$ cat config.mk
export PLATFORM = sky130hd
export DESIGN_NAME = ltl_nfa_engine
export DESIGN_NICKNAME = d
export VERILOG_FILES = /design/src/rtl/ltl_nfa_engine.sv
export SDC_FILE = /design/constraint.sdc
export NUM_CORES = 2
export LEC_CHECK = 0
export BUFFER_PORTS_ARGS = -buffer_cell sky130_fd_sc_hd__clkbuf_2
export CAP_MARGIN = 20
export CORE_ASPECT_RATIO = 0.5
export CORE_MARGIN = 3
export CORE_UTILIZATION = 30
export DETAILED_ROUTE_END_ITERATION = 8
export GPL_ROUTABILITY_DRIVEN = 0
export GPL_TIMING_DRIVEN = 0
export HOLD_SLACK_MARGIN = 0.12
export PLACE_DENSITY_LB_ADDON = 0.08
export SYNTH_ARGS = -nofsm -noshare
export SYNTH_HDL_FRONTEND = slang
export SYNTH_MEMORY_MAX_BITS = 65536
export SYNTH_SLANG_ARGS = --single-unit
$ cat constraint.sdc
create_clock -name clk -period 6.1 [get_ports clk]
set_clock_uncertainty 0.2 [all_clocks]
set_input_delay 0.305 -clock clk [delete_from_list [all_inputs] [get_ports clk]]
set_output_delay 0.305 -clock clk [all_outputs]
set_load 0.01 [all_outputs]
$ cat src/rtl/ltl_nfa_engine.sv
// Programmable NFA engine for runtime LTL monitoring: STEs, edges and masks are loaded through cfg_*, one symbol per handshake, reports queued in a FIFO.
// Optional feature macro LTL_NFA_SYM_IDX_EN: carries a symbol index with every report; when undefined rpt_idx is tied to 0.

module ltl_nfa_engine #(
   parameter int NUM_STE    = 16,
   parameter int SYM_W      = 8,
   parameter int FIFO_DEPTH = 8,
   parameter int CNT_W      = 32
) (
   input  logic               clk,
   input  logic               reset,
   input  logic               cfg_we,
   input  logic [SYM_W+1:0]   cfg_addr,
   input  logic [31:0]        cfg_wdata,
   output logic               cfg_err,
   input  logic               start,
   input  logic               stop,
   output logic               busy,
   output logic               done,
   input  logic               sym_valid,
   output logic               sym_ready,
   input  logic [SYM_W-1:0]   sym_data,
   output logic               rpt_valid,
   input  logic               rpt_ready,
   output logic [NUM_STE-1:0] rpt_vec,
   output logic [CNT_W-1:0]   rpt_idx,
   output logic [NUM_STE-1:0] active
);

   localparam int WORD_W = SYM_W - 5;
   localparam int WORDS  = 1 << WORD_W;
   localparam int STE_IW = (NUM_STE > 1) ? $clog2(NUM_STE) : 1;
   localparam int PTR_W  = $clog2(FIFO_DEPTH);

   typedef enum logic [1:0] {S_IDLE = 2'd0, S_RUN = 2'd1, S_DRAIN = 2'd2} state_t;

   state_t               state, state_next;
   logic [1:0]           cfg_type;
   logic [4:0]           cfg_ste;
   logic [STE_IW-1:0]    cfg_ste_idx;
   logic [WORD_W-1:0]    cfg_word;
   logic                 ste_ok, cfg_ok, cfg_bad;
   logic                 start_go, accept, push, pop, first;
   logic                 fifo_empty, fifo_full;
   logic [NUM_STE-1:0]   match_bit, enable, active_next;
   logic [31:0]          match_mem [NUM_STE][WORDS];
   logic [NUM_STE-1:0]   edge_row [NUM_STE];
   logic [NUM_STE-1:0]   sod_mask, all_mask, report_mask;
   logic [NUM_STE-1:0]   fifo_vec [FIFO_DEPTH];
   logic [PTR_W-1:0]     wr_ptr, rd_ptr;
   logic [PTR_W:0]       count;

   assign cfg_type    = cfg_addr[SYM_W+1:SYM_W];
   assign cfg_ste     = cfg_addr[SYM_W-1:SYM_W-5];
   assign cfg_ste_idx = cfg_ste[STE_IW-1:0];
   assign cfg_word    = cfg_addr[WORD_W-1:0];

   // Type 2 only has three targets (sod, all, report); type 3 is a harmless no-op.
   always_comb begin
      ste_ok = 1'b0;
      case (cfg_type)
         2'd0, 2'd1: ste_ok = (int'(cfg_ste) < NUM_STE);
         2'd2:       ste_ok = (cfg_ste <= 5'd2);
         default:    ste_ok = 1'b1;
      endcase
   end

   assign cfg_ok   = cfg_we && (state == S_IDLE) && ste_ok;
   assign cfg_bad  = cfg_we && !cfg_ok;
   assign start_go = start && (state == S_IDLE);
   assign accept   = sym_valid && sym_ready;
   assign push     = accept && |(active_next & report_mask);
   assign pop      = rpt_valid && rpt_ready;

   // NOTE: configuration RAM has no reset on purpose; a reset must not wipe a loaded program.
   always_ff @(posedge clk) begin
      if (cfg_ok) begin
         case (cfg_type)
            2'd0: match_mem[cfg_ste_idx][cfg_word] <= cfg_wdata;
            2'd1: edge_row[cfg_ste_idx] <= cfg_wdata[NUM_STE-1:0];
            2'd2: begin
               case (cfg_ste[1:0])
                  2'd0:    sod_mask    <= cfg_wdata[NUM_STE-1:0];
                  2'd1:    all_mask    <= cfg_wdata[NUM_STE-1:0];
                  2'd2:    report_mask <= cfg_wdata[NUM_STE-1:0];
                  default: ;
               endcase
            end
            default: ;
         endcase
      end
   end

   // NOTE: every always_comb output gets a default first so no latch can be inferred.
   always_comb begin
      match_bit = '0;
      for (int i = 0; i < NUM_STE; i++)
         match_bit[i] = match_mem[i][sym_data[SYM_W-1:5]][sym_data[4:0]];
   end

   // enable_i ORs edge column i against the active vector.
   always_comb begin
      enable = all_mask | (sod_mask & {NUM_STE{first}});
      for (int i = 0; i < NUM_STE; i++)
         for (int k = 0; k < NUM_STE; k++)
            enable[i] = enable[i] | (active[k] & edge_row[k][i]);
      active_next = enable & match_bit;
   end

   // NOTE: sequential state uses non-blocking assignments so all flops sample pre-edge values.
   always_ff @(posedge clk) begin
      if (reset) state <= S_IDLE;
      else       state <= state_next;
   end

   always_comb begin
      state_next = state;
      case (state)
         S_IDLE:  if (start)      state_next = S_RUN;
         S_RUN:   if (stop)       state_next = S_DRAIN;
         S_DRAIN: if (fifo_empty) state_next = S_IDLE;
         default:                 state_next = S_IDLE;
      endcase
   end

   always_comb begin
      busy      = (state != S_IDLE);
      done      = (state == S_DRAIN) && fifo_empty;
      sym_ready = (state == S_RUN) && !fifo_full;
   end

   always_ff @(posedge clk) begin
      if (reset) begin
         active  <= '0;
         first   <= 1'b0;
         cfg_err <= 1'b0;
      end else begin
         if (start_go) begin
            active <= '0;
            first  <= 1'b1;
         end else if (accept) begin
            active <= active_next;
            first  <= 1'b0;
         end
         if (cfg_bad)       cfg_err <= 1'b1;
         else if (start_go) cfg_err <= 1'b0;
      end
   end

`ifdef LTL_NFA_SYM_IDX_EN
   logic [CNT_W-1:0] sym_idx;
   logic [CNT_W-1:0] fifo_idx [FIFO_DEPTH];

   always_ff @(posedge clk) begin
      if (reset)         sym_idx <= '0;
      else if (start_go) sym_idx <= '0;
      else if (accept)   sym_idx <= sym_idx + CNT_W'(1);
   end

   always_ff @(posedge clk) begin
      if (push) fifo_idx[wr_ptr] <= sym_idx;
   end

   assign rpt_idx = fifo_idx[rd_ptr];
`else
   assign rpt_idx = '0;
`endif

   always_ff @(posedge clk) begin
      if (push) fifo_vec[wr_ptr] <= active_next;
   end

   // Push never happens when full because sym_ready is already low.
   always_ff @(posedge clk) begin
      if (reset) begin
         wr_ptr <= '0;
         rd_ptr <= '0;
         count  <= '0;
      end else begin
         if (push) wr_ptr <= wr_ptr + PTR_W'(1);
         if (pop)  rd_ptr <= rd_ptr + PTR_W'(1);
         case ({push, pop})
            2'b10:   count <= count + (PTR_W+1)'(1);
            2'b01:   count <= count - (PTR_W+1)'(1);
            default: ;
         endcase
      end
   end

   assign fifo_empty = (count == '0);
   assign fifo_full  = (count == (PTR_W+1)'(FIFO_DEPTH));
   assign rpt_valid  = !fifo_empty;
   assign rpt_vec    = fifo_vec[rd_ptr];

endmodule
==> impl_metrics.tcl <==
set metrics [dict create \
    irDropWorstVdd_mv 0.245 \
    overflow 0 \
    nFillCells 53200 \
    initial_utilization_pct 30.3 \
    routed_wl_mm 850 \
    wl_per_cell_um 49.0 \
    slowest_delay_ps 690 \
    max_slew.worst_pin.slew_ps 1380 \
    num_rows 197 \
    final_max_slew_viol_count 0 \
    num_vias 101000 \
    yosys-top-cells-area "edfxtp_1 78%, mux4_2 12%, mux2i_1 2.3%, a22oi_1 0.97%, a221oi_1 0.75%" \
    comb_power_share_pct 8.4 \
    synth_cell_type_count 82 \
    layout.nets 9224 \
    p_switching_mw 17.0 \
    p_leak_nw 66.4 \
    root_buffer "clkbuf_16" \
    required_ps 6880 \
    first_pass_iters 8 \
    crit_buf_inv 5 \
    p_clk_share_pct 41.4 \
    yosys_warnings 0 \
    async_flop_share_pct 0 \
    cts_buffer_depth 4 \
    die_y_um 546 \
    synth_seq_cells 4561 \
    syn_area_um2 175000 \
    antenna_found_initial 156 \
    max_cap_viol_count 0 \
    startpoint_type "input port" \
    slew_headroom_pct 7.81 \
    outcome "complete, but fails checks" \
    clock_latency_ps 1060 \
    violations "negative setup slack" \
    synth_area_per_cell_um2 21.6 \
    crit_slowest_cell "buf_2" \
    netSwitchingFraction_pct 24.7 \
    synth_edf_count 4528 \
    path_clk_slew_ps 60 \
    hold_viol 0 \
    cts_made_buffers 445 \
    power.density_nw_per_um2 324 \
    dieWidth_mm 1.09 \
    die_area_um2 593000 \
    instances_no_fill 17300 \
    crit_chain "clkbuf_4 > nor2b_1 > buf_2 > buf_2 > buf_2 > a221oi_1 > o211ai_1 > nand3_1 > a2111oi_4 > buf_8 > o31ai_1 > a2111o_1 > a2111o_1 > nor3_4 > nand2b_1 > ha_1 > ha_1 > a21o_1 > a21oi_1 > xnor2_1 > or3_1 > a21oi_1" \
    grt_pass1_vias 93800 \
    place.port_buffers 85 \
    ys_seq_area_share_pct 78.0 \
    crit_arrival_ps 7010 \
    grt.total_usage_pct 27.9 \
    internal-power_mw 51.8 \
    hpwlAfterDp_mm 577 \
    multi_input_area_um2 37500 \
    fin_crit_ps 6230 \
    grt_max_degree 108 \
    yosysTopAreaCellShare_pct 77.6 \
    cpMostUsedCell "buf_2" \
    drive_gt1_share_pct 29.0 \
    yosysTopAreaCell "edfxtp_1" \
    max_clock_freq_ghz 0.161 \
    drt_iter0_drc 20600 \
    setup_viol 1 \
    crit_fanout 10 \
    vias_per_cell 5.84 \
    area_growth_pct 21.1 \
    ys_top_cells_by_count "4528 x edfxtp_1, 924 x mux4_2, 409 x mux2i_1, 252 x nor2_1, 227 x a22oi_1" \
    fin_ws_ps -129 \
    worstSetupPathType "in -> reg" \
    cp_top_family "compound AO/OA/AOI/OAI gates" \
    cts_tree "done" \
    power_frac_seq_pct 50.2 \
    synthCells 8119 \
    synth.most_common_cell "edfxtp_1" \
    clkSinkCount 4561 \
    fp.coreArea_um2 579000 \
    placed_cells 16400 \
    critPathCaptureType "flip-flop" \
    ys.flop_type "edfxtp_1" \
    io_pins 126 \
    drc_errors 0 \
    timing.final.crit_share_pct 102 \
    hp-class "in -> reg" \
    grt_pass1_wl_mm 1070 \
    antenna_left 0 \
    seqCellArea_um2 137000 \
    cts_htree_levels 5 \
    holdWs_ps 172 \
]
==> repair_timing <==
item / in CTS / in global routing
setup buffers: 4 / 0
hold buffers: 69 / 0
pin swaps: 4 / 8
setup endpoints to repair: 153 / 25
cloned: 0 / 0
hold endpoints to repair: 3869 / 0
gates resized for setup: 330 / 172
==> worst paths after layout <==
path,startpoint,endpoint,slack [ps],cells past startpoint
worst max-delay path,sym_data[7],count[3],-130,22
worst min-delay path,cfg_wdata[0],match_mem[7][96],170,2
worst max register to register,active[12],count[3],230,18
worst min register to register,rd_ptr[1],rd_ptr[1],290,2
==> registers in the layout (all words and copies together) (netlist names), named ones only <==
register,cells
active,16
all_mask,16
cfg_err,1
count,4
edge_row,256
fifo_vec,128
first,1
match_mem,4096
rd_ptr,3
report_mask,16
sod_mask,16
state,2
wr_ptr,3
==> final cells by class <==
type                       instances  area share [%]
sequential                      4561            64.4
multi-input combinational       3059            17.7
clock buffer                     551            5.51
timing repair buffer             583            4.61
tap                             7761            4.58
buffer                           491            1.88
clock inverter                   271            1.25
antenna                           50          0.0590
inverter                          20          0.0389
==> placed cells by master, fill, tap and decap left out, types with 94 or more instances in the layout <==
master     instances
clkbuf_16        451
buf_12           233
a22oi_1          225
nand2_1          157
nor2_1            94
clkbuf_2         141
a221oi_1         147
mux2i_1          405
a21oi_1          138
buf_6            133
clkbuf_1         168
mux4_2           924
nor2_4           139
buf_16            98
clkinv_1         109
buf_4            115
edfxtp_1        4528
==> worst register-to-register path, cell delays in order (launching register included) <==
cell and delay [ps]:
dfxtp_1 320, clkbuf_1 310, clkbuf_1 460, a22oi_1 330
nand4_1 360, o211ai_1 540, nor4_1 150, a2111o_1 310
a2111o_1 460, a2111o_1 500, nor3_4 250, nand2b_1 220
ha_1 240, ha_1 240, a21o_1 180, a21oi_1 160
xnor2_1 100, or3_1 300, a21oi_1 140
==> metal layers <==
| layer | global-route usage (%) | vias to the layer above | routed length, µm |
|---|---|---|---|
| met4 | 7.88 | 20 | 28500 |
| met2 | 40.5 | 6665 | 361000 |
| met3 | 7.47 | 1095 | 95100 |
| met1 | 41.2 | 56800 | 365000 |
| met5 | 0 | - | 137 |
| li1 | - | 36700 | - |
==> power by group through the flow <==
stage | clock [mW] | combinational [mW] | sequential [mW]
after floorplan | 0 | 1.91 | 35.2
after detailed placement | 0 | 5.53 | 35.2
after global routing | 29.9 | 5.83 | 34.5
after CTS | 28.7 | 5.67 | 34.5
after global placement | 0 | 5.10 | 35.4
final | 28.4 | 5.81 | 34.5
==> cells by family after synthesis <==
logic type / Yosys count / share of synthesized area [%]
adder cells (fa/ha/maj): 6 / 0.0472
AO/OA/AOI/OAI: 913 / 3.86
buffers and inverters: 530 / 1.60
flip-flops: 4561 / 78.0
AND/OR/NAND/NOR: 740 / 2.03
other: 1 / 0.00214
multiplexers: 1363 / 14.4
XOR/XNOR: 5 / 0.0250
==> through the flow <==
step                      setup WS (ps)  total power [mW]  util (%)  TNS [ps]  cell area [µm²]
after CTS                          5.09              68.9      36.5         0           211000
after detailed placement          -3640              40.7      33.7   -443780           195000
after floorplan                     269              37.1         -         0           175000
after global placement           -11510              40.5      32.0         -           185000
final                              -129              68.8      36.7      -129           212000
after global routing              -2.43              70.3      36.6     -2.43           212000
No activity file was read; power rests on OpenSTA's default activity.
